$ cat src/rtl/router_port_hs.sv
`default_nettype none
//==============================================================================
// Module   : router_port_hs
// Brief    : Bidirectional router port. Valid/ready handshakes on all four
//            streams, one first-word-fall-through FIFO per direction and a
//            drain-before-turnaround state machine selecting the active
//            direction (1 = ingress local->bus, 0 = egress bus->local).
// Revision : 1.0 - initial release
//==============================================================================
module router_port_hs #(
    parameter int PORT_ID    = 0,
    parameter int DWIDTH     = 8,
    parameter int FIFO_DEPTH = 8,
    parameter int AF_LEVEL   = FIFO_DEPTH - 2,
    parameter bit RESET_DIR  = 1'b1
) (
    input  logic                              clk,
    input  logic                              rstn,
    input  logic                              dir_req,
    output logic                              dir_active,
    output logic                              turn_busy,
    input  logic [DWIDTH-1:0]                 in_s_data,
    input  logic                              in_s_valid,
    output logic                              in_s_ready,
    output logic [DWIDTH-1:0]                 in_m_data,
    output logic                              in_m_valid,
    input  logic                              in_m_ready,
    input  logic [DWIDTH-1:0]                 out_s_data,
    input  logic                              out_s_valid,
    output logic                              out_s_ready,
    output logic [DWIDTH-1:0]                 out_m_data,
    output logic                              out_m_valid,
    input  logic                              out_m_ready,
    output logic [$clog2(FIFO_DEPTH+1)-1:0]   in_count,
    output logic [$clog2(FIFO_DEPTH+1)-1:0]   out_count,
    output logic                              in_almost_full,
    output logic                              out_almost_full
);

    localparam int              c_PW   = $clog2(FIFO_DEPTH);
    localparam int              c_CW   = $clog2(FIFO_DEPTH + 1);
    localparam logic [c_CW-1:0] c_FULL = c_CW'(FIFO_DEPTH);
    localparam logic [c_CW-1:0] c_AF   = c_CW'(AF_LEVEL);
    localparam logic [c_CW-1:0] c_ONE  = c_CW'(1);

    localparam logic [1:0] c_ST_ING   = 2'd0;
    localparam logic [1:0] c_ST_EGR   = 2'd1;
    localparam logic [1:0] c_ST_DRAIN = 2'd2;
    localparam logic [1:0] c_ST_TURN  = 2'd3;
    localparam logic [1:0] c_ST_RESET = RESET_DIR ? c_ST_ING : c_ST_EGR;

    // Elaboration-time parameter sanity checks
    if ((FIFO_DEPTH < 2) || ((FIFO_DEPTH & (FIFO_DEPTH - 1)) != 0)) begin : g_bad_depth
        $error("router_port_hs: FIFO_DEPTH must be a power of 2 and >= 2");
    end
    if ((AF_LEVEL < 1) || (AF_LEVEL > FIFO_DEPTH)) begin : g_bad_af_level
        $error("router_port_hs: AF_LEVEL must lie in 1..FIFO_DEPTH");
    end
    if (PORT_ID < 0) begin : g_bad_port_id
        $error("router_port_hs: PORT_ID must be non-negative");
    end

    logic [1:0]        r_state;
    logic              r_dir;

    logic [DWIDTH-1:0] r_in_mem  [FIFO_DEPTH];
    logic [c_PW-1:0]   r_in_wr;
    logic [c_PW-1:0]   r_in_rd;
    logic [c_CW-1:0]   r_in_count;

    logic [DWIDTH-1:0] r_out_mem [FIFO_DEPTH];
    logic [c_PW-1:0]   r_out_wr;
    logic [c_PW-1:0]   r_out_rd;
    logic [c_CW-1:0]   r_out_count;

    logic w_ing, w_egr, w_drain_in, w_drain_out;
    logic w_in_push, w_in_pop, w_out_push, w_out_pop;
    logic [c_CW-1:0] w_old_count;
    logic            w_old_pop;
    logic            w_old_empty_next;

    // Which side of each FIFO is open in the current state. During DRAIN only
    // the m-side of the old direction stays open; TURN closes everything.
    assign w_ing       = (r_state == c_ST_ING);
    assign w_egr       = (r_state == c_ST_EGR);
    assign w_drain_in  = (r_state == c_ST_DRAIN) &&  r_dir;
    assign w_drain_out = (r_state == c_ST_DRAIN) && !r_dir;

    // s_ready depends only on registered state (never on m_ready), so a full
    // FIFO refuses a push even on the cycle it pops. Gating with rstn keeps
    // every ready low while reset is held.
    assign in_s_ready  = rstn && w_ing && (r_in_count  != c_FULL);
    assign out_s_ready = rstn && w_egr && (r_out_count != c_FULL);

    assign in_m_valid  = (w_ing || w_drain_in)  && (r_in_count  != '0);
    assign out_m_valid = (w_egr || w_drain_out) && (r_out_count != '0);

    // Head is shown only while occupied so an emptied FIFO never exposes stale data
    assign in_m_data  = (r_in_count  != '0) ? r_in_mem[r_in_rd]   : '0;
    assign out_m_data = (r_out_count != '0) ? r_out_mem[r_out_rd] : '0;

    assign w_in_push  = in_s_valid  && in_s_ready;
    assign w_in_pop   = in_m_valid  && in_m_ready;
    assign w_out_push = out_s_valid && out_s_ready;
    assign w_out_pop  = out_m_valid && out_m_ready;

    assign in_count        = r_in_count;
    assign out_count       = r_out_count;
    assign in_almost_full  = (r_in_count  >= c_AF);
    assign out_almost_full = (r_out_count >= c_AF);

    assign dir_active = r_dir;
    assign turn_busy  = (r_state == c_ST_DRAIN) || (r_state == c_ST_TURN);

    // The old FIFO counts as empty on the cycle its last entry pops
    assign w_old_count      = r_dir ? r_in_count : r_out_count;
    assign w_old_pop        = r_dir ? w_in_pop   : w_out_pop;
    assign w_old_empty_next = (w_old_count == '0) || ((w_old_count == c_ONE) && w_old_pop);

    // Ingress FIFO storage (no reset: contents are unreachable while count is 0)
    always_ff @(posedge clk) begin
        if (w_in_push) begin
            r_in_mem[r_in_wr] <= in_s_data;
        end
    end

    // Ingress FIFO pointers and occupancy; push and pop together leave count unchanged
    always_ff @(posedge clk or negedge rstn) begin
        if (!rstn) begin
            r_in_wr    <= '0;
            r_in_rd    <= '0;
            r_in_count <= '0;
        end else begin
            if (w_in_push) r_in_wr <= r_in_wr + 1'b1;
            if (w_in_pop)  r_in_rd <= r_in_rd + 1'b1;
            case ({w_in_push, w_in_pop})
                2'b10:   r_in_count <= r_in_count + 1'b1;
                2'b01:   r_in_count <= r_in_count - 1'b1;
                default: r_in_count <= r_in_count;
            endcase
        end
    end

    // Egress FIFO storage
    always_ff @(posedge clk) begin
        if (w_out_push) begin
            r_out_mem[r_out_wr] <= out_s_data;
        end
    end

    // Egress FIFO pointers and occupancy
    always_ff @(posedge clk or negedge rstn) begin
        if (!rstn) begin
            r_out_wr    <= '0;
            r_out_rd    <= '0;
            r_out_count <= '0;
        end else begin
            if (w_out_push) r_out_wr <= r_out_wr + 1'b1;
            if (w_out_pop)  r_out_rd <= r_out_rd + 1'b1;
            case ({w_out_push, w_out_pop})
                2'b10:   r_out_count <= r_out_count + 1'b1;
                2'b01:   r_out_count <= r_out_count - 1'b1;
                default: r_out_count <= r_out_count;
            endcase
        end
    end

    // Direction state machine: drain the old FIFO, one idle cycle, then switch.
    // An early return of dir_req during DRAIN takes priority over completion.
    always_ff @(posedge clk or negedge rstn) begin
        if (!rstn) begin
            r_state <= c_ST_RESET;
            r_dir   <= RESET_DIR;
        end else begin
            case (r_state)
                c_ST_ING: begin
                    if (!dir_req) r_state <= c_ST_DRAIN;
                end
                c_ST_EGR: begin
                    if (dir_req) r_state <= c_ST_DRAIN;
                end
                c_ST_DRAIN: begin
                    if (dir_req == r_dir) begin
                        r_state <= r_dir ? c_ST_ING : c_ST_EGR;
                    end else if (w_old_empty_next) begin
                        r_state <= c_ST_TURN;
                    end
                end
                c_ST_TURN: begin
                    r_state <= dir_req ? c_ST_ING : c_ST_EGR;
                    r_dir   <= dir_req;
                end
                default: begin
                    r_state <= c_ST_RESET;
                    r_dir   <= RESET_DIR;
                end
            endcase
        end
    end

endmodule
`default_nettype wire

$ cat config.mk
export PLATFORM = sky130hd
export DESIGN_NAME = router_port_hs
export DESIGN_NICKNAME = d
export VERILOG_FILES = /design/src/rtl/router_port_hs.sv
export SDC_FILE = /design/constraint.sdc
export NUM_CORES = 1
export LEC_CHECK = 0
export ABC_AREA = 1
export CORE_UTILIZATION = 50
export DETAILED_ROUTE_END_ITERATION = 16
export PLACE_DENSITY = 0.73
export SETUP_SLACK_MARGIN = 0.4
export SKIP_LAST_GASP = 1
export SLEW_MARGIN = 15
export SYNTH_ARGS = -nofsm -noshare
export SYNTH_HDL_FRONTEND = slang
export SYNTH_SLANG_ARGS = --single-unit
$ cat constraint.sdc
create_clock -name clk -period 2.1 [get_ports clk]
set_clock_uncertainty 0.05 [all_clocks]
set_input_delay 0.42 -clock clk [delete_from_list [all_inputs] [get_ports clk]]
set_output_delay 0.42 -clock clk [all_outputs]
set_load 0.01 [all_outputs]
After elaboration in Yosys (flattened, before gate mapping):

Memory sizes are Yosys's and may differ from the RTL's.
Index checks and enable logic that the tools add are counted.

* $add $sub $neg: 8
* $lt $le $gt $ge: 2
* multiplexer cells: 17
* reduce and logical (&&, ||, !) cells: 25
* eq/ne operators: 14

Operators by type and width (number)
* 8-bit two-way mux: 2
* 4-bit case mux with 2 select lines: 2
* 1-bit logical AND: 13
* 3-bit by 1-bit adder with 3-bit output (second input constant): 4
* 4-bit by 1-bit adder with 4-bit output (second input constant): 2
* 2-bit == test (second input constant): 4
* 4-bit by 3-bit >= comparator with 1-bit output (second input constant): 2
* 2-bit two-way mux: 4
* 4-bit inequality test (second input constant): 2
* 2-bit case mux with 4 select lines: 1
* 4-bit nonzero test: 2
* 4-bit by 1-bit subtractor with 4-bit output (second input constant): 2
* 1-bit two-way mux: 7
* 2-bit by 1-bit == test with 1-bit output (second input constant): 3
* 4-bit by 1-bit == test with 1-bit output (second input constant): 1
* 4-bit logical NOT: 1
* 1-bit logical OR: 4
* 4-bit two-way mux: 1
* 2-bit inequality test (second input constant): 2
* 2-bit nonzero test: 2
* 3-bit by 2-bit inequality test with 1-bit output (second input constant): 1
* 3-bit AND reduction: 1
* 2-bit logical NOT: 1
* 1-bit == test: 1
* 1-bit logical NOT: 1

* output and inout bits: 32
* bits of input ports: 23
* bits in registers: 23
* logic and storage cells: 76
* memory bits (writable): 128
* memories: 2

Memory list
* r_in_mem: depth 8, width 8, read ports 1, clocked after memory_dff 0, wr ports 1, line 66 `logic [DWIDTH-1:0] r_in_mem [FIFO_DEPTH];`
* r_out_mem: depth 8, width 8, read ports 1, clocked after memory_dff 0, wr ports 1, line 71 `logic [DWIDTH-1:0] r_out_mem [FIFO_DEPTH];`

Longest topological paths before layout:

* depth after elaboration: 11
* gate-level depth with buffers: 13
* gate-level depth less buffers: 13

Least setup slack after synthesis:

OpenSTA, ideal clock, no wires.

* kind: reg2reg
* start point: register r_in_count[1] (netlist: in_count[1])
* end point: register r_in_count[3] (netlist: in_count[3])
* data arrival time: 2.224 ns
* path buffers: 1
* cell stages (with the launch flop): 13
* slack: -0.298 ns
* clock period less this slack: 2.398 ns
* setup time: 0.125 ns
* required time: 1.925 ns
* cell sequence: dfrtp_1 -> inv_1 -> nand4_1 -> nand2_1 -> nor2_4 -> nand2_2 -> buf_6 -> ha_1 -> ha_1 -> a21oi_1 -> o21ai_0 -> xor2_1 -> mux2_2

* longest elaborated chain between the ends: 5
* elaborated cells on any way between the ends: 12
* classes of those cells: 2 x add/sub; 3 x eq/ne; 1 x mux; 6 x reduce/logical

Ends and longest elaborated chain
* start: declaration: line 69 `logic [c_CW-1:0] r_in_count;`
* start signal: assignment: line 137 `2'b10: r_in_count <= r_in_count + 1'b1;`
* start signal: assignment: line 138 `2'b01: r_in_count <= r_in_count - 1'b1;`
* start signal: assignment: line 139 `default: r_in_count <= r_in_count;`
* 4-bit inequality test *: line 92 `assign in_s_ready = rstn && w_ing && (r_in_count != c_FULL);`
* 1-bit logical AND *: line 92
* named net in_s_ready: line 24 `output logic in_s_ready,`
* 1-bit logical AND *: line 102 `assign w_in_push = in_s_valid && in_s_ready;`
* 2-bit by 1-bit == test with 1-bit output or 2-bit == test (tied branches): line 136 `case ({w_in_push, w_in_pop})`
* 4-bit case mux with 2 select lines or 2-bit nonzero test (tied branches)

Mark *: on every way through the listed nets, which the timed path passes. The rest lies on a longest branch.
A chain may end at the register's enable or synchronous reset.

Worst setup path in the final report:

* start point: register r_out_rd[0]
* end point: output port out_m_data[0]

* longest elaborated chain between the ends: 2

Ends and longest elaborated chain
* start: declaration: line 73 `logic [c_PW-1:0] r_out_rd;`
* start signal: assignment: line 159 `if (w_out_pop) r_out_rd <= r_out_rd + 1'b1;`
* memory read 8 x 8 bit
* 8-bit two-way mux: line 100 `assign out_m_data = (r_out_count != '0) ? r_out_mem[r_out_rd] : '0;`
* end: declaration: line 31 `output logic [DWIDTH-1:0] out_m_data,`

Every way passes these cells.

==> impl_metrics.toml <==
[timing]
hold_violations = 0
drv_slew = 0
tns_ps = -3641
fmax_mhz = 417.4
setup_violations = 36
finalCriticalPeriod_ps = 2396
rsz0062_at_grt = "true"
post-route-period-util_pct = 114.1
max_slew.worst_pin.slew_ps = 520.0
slew_headroom_pct = 65.33
worst_slack_ps = -295.5

[cells_and_area]
diodes = 0
seq_area_um2 = 4429
layout-drive-gt1-share_pct = 41.86
multi_input_area_um2 = 2374
nets = 797
nFillCells = 710
area.growth.synth_to_final_pct = 52.07
instances_no_fill = 946

[grt]
grt_util_all_layers_pct = 26.25
antenna_found_initial = 0
overflow = 0
grt_max_degree = 24
first_global_vias = 5062
grt_pass1_wl_mm = 25.55

[synthesis]
yosysTopAreaCellShare_pct = 59.31
synthMostInstantiatedCell = "edfxtp_1"
yosysWarningCount = 0
synth_top_area_cell = "edfxtp_1"
synth_edf_count = 128
ys_async_sr_fraction_pct = 15.23
post_synth_inst_count = 557
synth_ff_type = "edfxtp_1"
synth.yosys.seq_area_share_pct = 68.20
syn_nets = 592
ys_top_cells_by_area = "edfxtp_1 59%, dfrtp_1 8.5%, o21ai_0 7.9%, nor2_1 6.9%, ha_1 2.1%"
synth_commonest_cells = "128 x edfxtp_1, 120 x nor2_1, 102 x o21ai_0, 32 x nand2_1, 22 x dfrtp_1"
avgSynthCellArea_um2 = 11.64
synth_cell_types = 33
syn-cell-area_um2 = 6481
synth-seq-cells = 151

[power_and_ir_drop]
p_leak_uw = 0.003815
fin_total_pwr_uw = 15250
ir_drop_uv = 862.6
p_per_area_nw_per_um2 = 1548

[setup_path]
rrSetupSlack_ps = -200
worst-path-max-fanout = 5
reg2reg_depth = 12
cp_cell_sequence = "buf_6 > buf_4 > nor2_2 > nor2_1 > o21ai_1 > o21ai_1 > o21ai_1 > a31oi_1 > buf_2"
worstSetupStartpointType = "register"
slowest_delay_ps = 480
critPathSlowestCell = "dfrtp_2"
crit_required_ps = 1630
endpoint_kind = "primary output"
crit_type = "reg -> out"
cpMostUsedCell = "o21ai_1"
arrival_ps = 1930

[clocking]
cts_tree = "built"
clockBufferDepth = 2
clkTransAtPathRegs_ps = 60
cts_made_buffers = 17
clock-sinks = 151
cts_root_buf = "clkbuf_16"
clk-insertion-delay-late_ps = 430
cts.htree.levels = 4

[run_status]
failed_checks = "setup timing"
status = "finished, violations left"

[die]
ios = 55
row_count = 41
dieArea_um2 = 13420
coreArea_um2 = 12620
dieWidth_um = 115.9
die_h_um = 115.9
start_util_pct = 51.36

[drt]
vias = 5407
final_antenna_net_count = 0
detail_route.vias_per_cell = 5.716
drtIter0Drc = 515
routedWlPerCell_um = 21.03
drt-pass1-iter-count = 5
drc = 0
totalWireLength_mm = 19.90

[placement]
numPortBuffers = 54
dp_hpwl_mm = 9.836
gp_congestion = 0.7990
placedCellCount = 842

[hold_path]
worstHoldPathType = "in -> async"

[flow_run]
cap_violations = 0
-- layer usage --
layer  global-route usage (%)  part of all wire (%)
met1                    30.59                    36
met3                    6.695                   6.1
met4                    9.744                   4.9
met2                    46.71                    53
met5                        0                     0
-- through the flow --
stage / util, % / setup slack (ps) / hold WS [ps] / instance area (um^2)
floorplan: - / -80.26 / 74.41 / 6690
global placement: 63.81 / -282.5 / 512.6 / 8053
detailed placement: 63.81 / -328.2 / 528.4 / 8053
CTS: 72.88 / -189.3 / 235.0 / 9198
global route: 78.10 / -383.8 / 324.1 / 9856
finish: 78.10 / -295.5 / 305.3 / 9856
-- cell usage in the layout (no fill, tap or decap), types with 4 or more instances in the layout --
| cell type | instances |
|---|---|
| inv_2 | 11 |
| buf_8 | 5 |
| clkdlybuf4s50_1 | 21 |
| a31oi_1 | 16 |
| o21ai_1 | 59 |
| edfxtp_1 | 128 |
| nor3_4 | 9 |
| a21oi_1 | 4 |
| ha_4 | 5 |
| o21ai_0 | 39 |
| clkbuf_16 | 17 |
| nand2_2 | 12 |
| nand2_1 | 18 |
| clkinv_1 | 5 |
| dfrtp_1 | 15 |
| buf_2 | 22 |
| ha_1 | 6 |
| nor4_4 | 8 |
| nor2_4 | 9 |
| buf_6 | 80 |
| nand3_1 | 5 |
| o21ai_2 | 9 |
| nand2_4 | 9 |
| xor2_1 | 10 |
| inv_1 | 11 |
| dfrtp_2 | 7 |
| buf_12 | 12 |
| inv_4 | 5 |
| nor2_2 | 10 |
| nor2_1 | 103 |
| buf_4 | 66 |
-- cell families after synthesis --
| group | count (synthesis) | share of synthesized area (%) |
|---|---|---|
| fa+ha+maj | 12 | 2.432 |
| xor+xnor | 17 | 2.297 |
| compound gates | 131 | 10.48 |
| mux | 1 | 0.1737 |
| buf+inv | 55 | 3.784 |
| simple gates | 190 | 12.63 |
| flops | 151 | 68.20 |
-- critical path: cells and delay by family, from the launching register on --
| family | cells | cell delay (ps) |
|---|---|---|
| DFF | 1 | 480 |
| buffers and inverters | 3 | 440 |
| AOI/OAI and AO/OA | 4 | 390 |
| and+or+nand+nor | 2 | 180 |
-- worst paths after layout --
| check | startpoint | endpoint |
|---|---|---|
| max reg2reg | in_count[3] | in_count[3] |
| min in group clk | r_in_rd[1] | r_in_rd[1] |
| min | rstn | out_count[3] |
| min reg2reg | r_in_rd[1] | r_in_rd[1] |
| max in group asynchronous | rstn | dir_active |
| max | r_out_rd[0] | out_m_data[0] |
-- report_power, final --
group | leakage, uW | switching, uW | internal, uW
registers | 0.00141 | 401 | 3580
logic | 0.00212 | 4230 | 3970
clock network | 0.000283 | 1220 | 1850
-- state kept, by name, indices dropped and copies added (netlist names) --
register    count
dir_active      1
r_in_wr         3
r_in_rd         3
r_out_mem      64
r_out_rd        3
r_state         2
r_in_mem       64
r_out_wr        3
in_count        4
out_count       4
-- area by class of cell --
type	count	area share (%)
clock buffer	18	4.354
timing repair inverter	2	0.2285
multi-input combinational	351	24.08
clock inverter	13	1.562
sequential	151	44.94
inverter	29	1.282
timing repair buffer	210	21.37
tap	172	2.184
-- what timing repair did --
action                                  in CTS  in global routing
setup buffers                               38                 29
cloned                                       6                  0
hold buffers                                 0                  0
pin swaps                                   45                 51
endpoints found under the setup margin     168                166
gates resized for setup                    257                129
No activity file was read; power rests on OpenSTA's default activity.
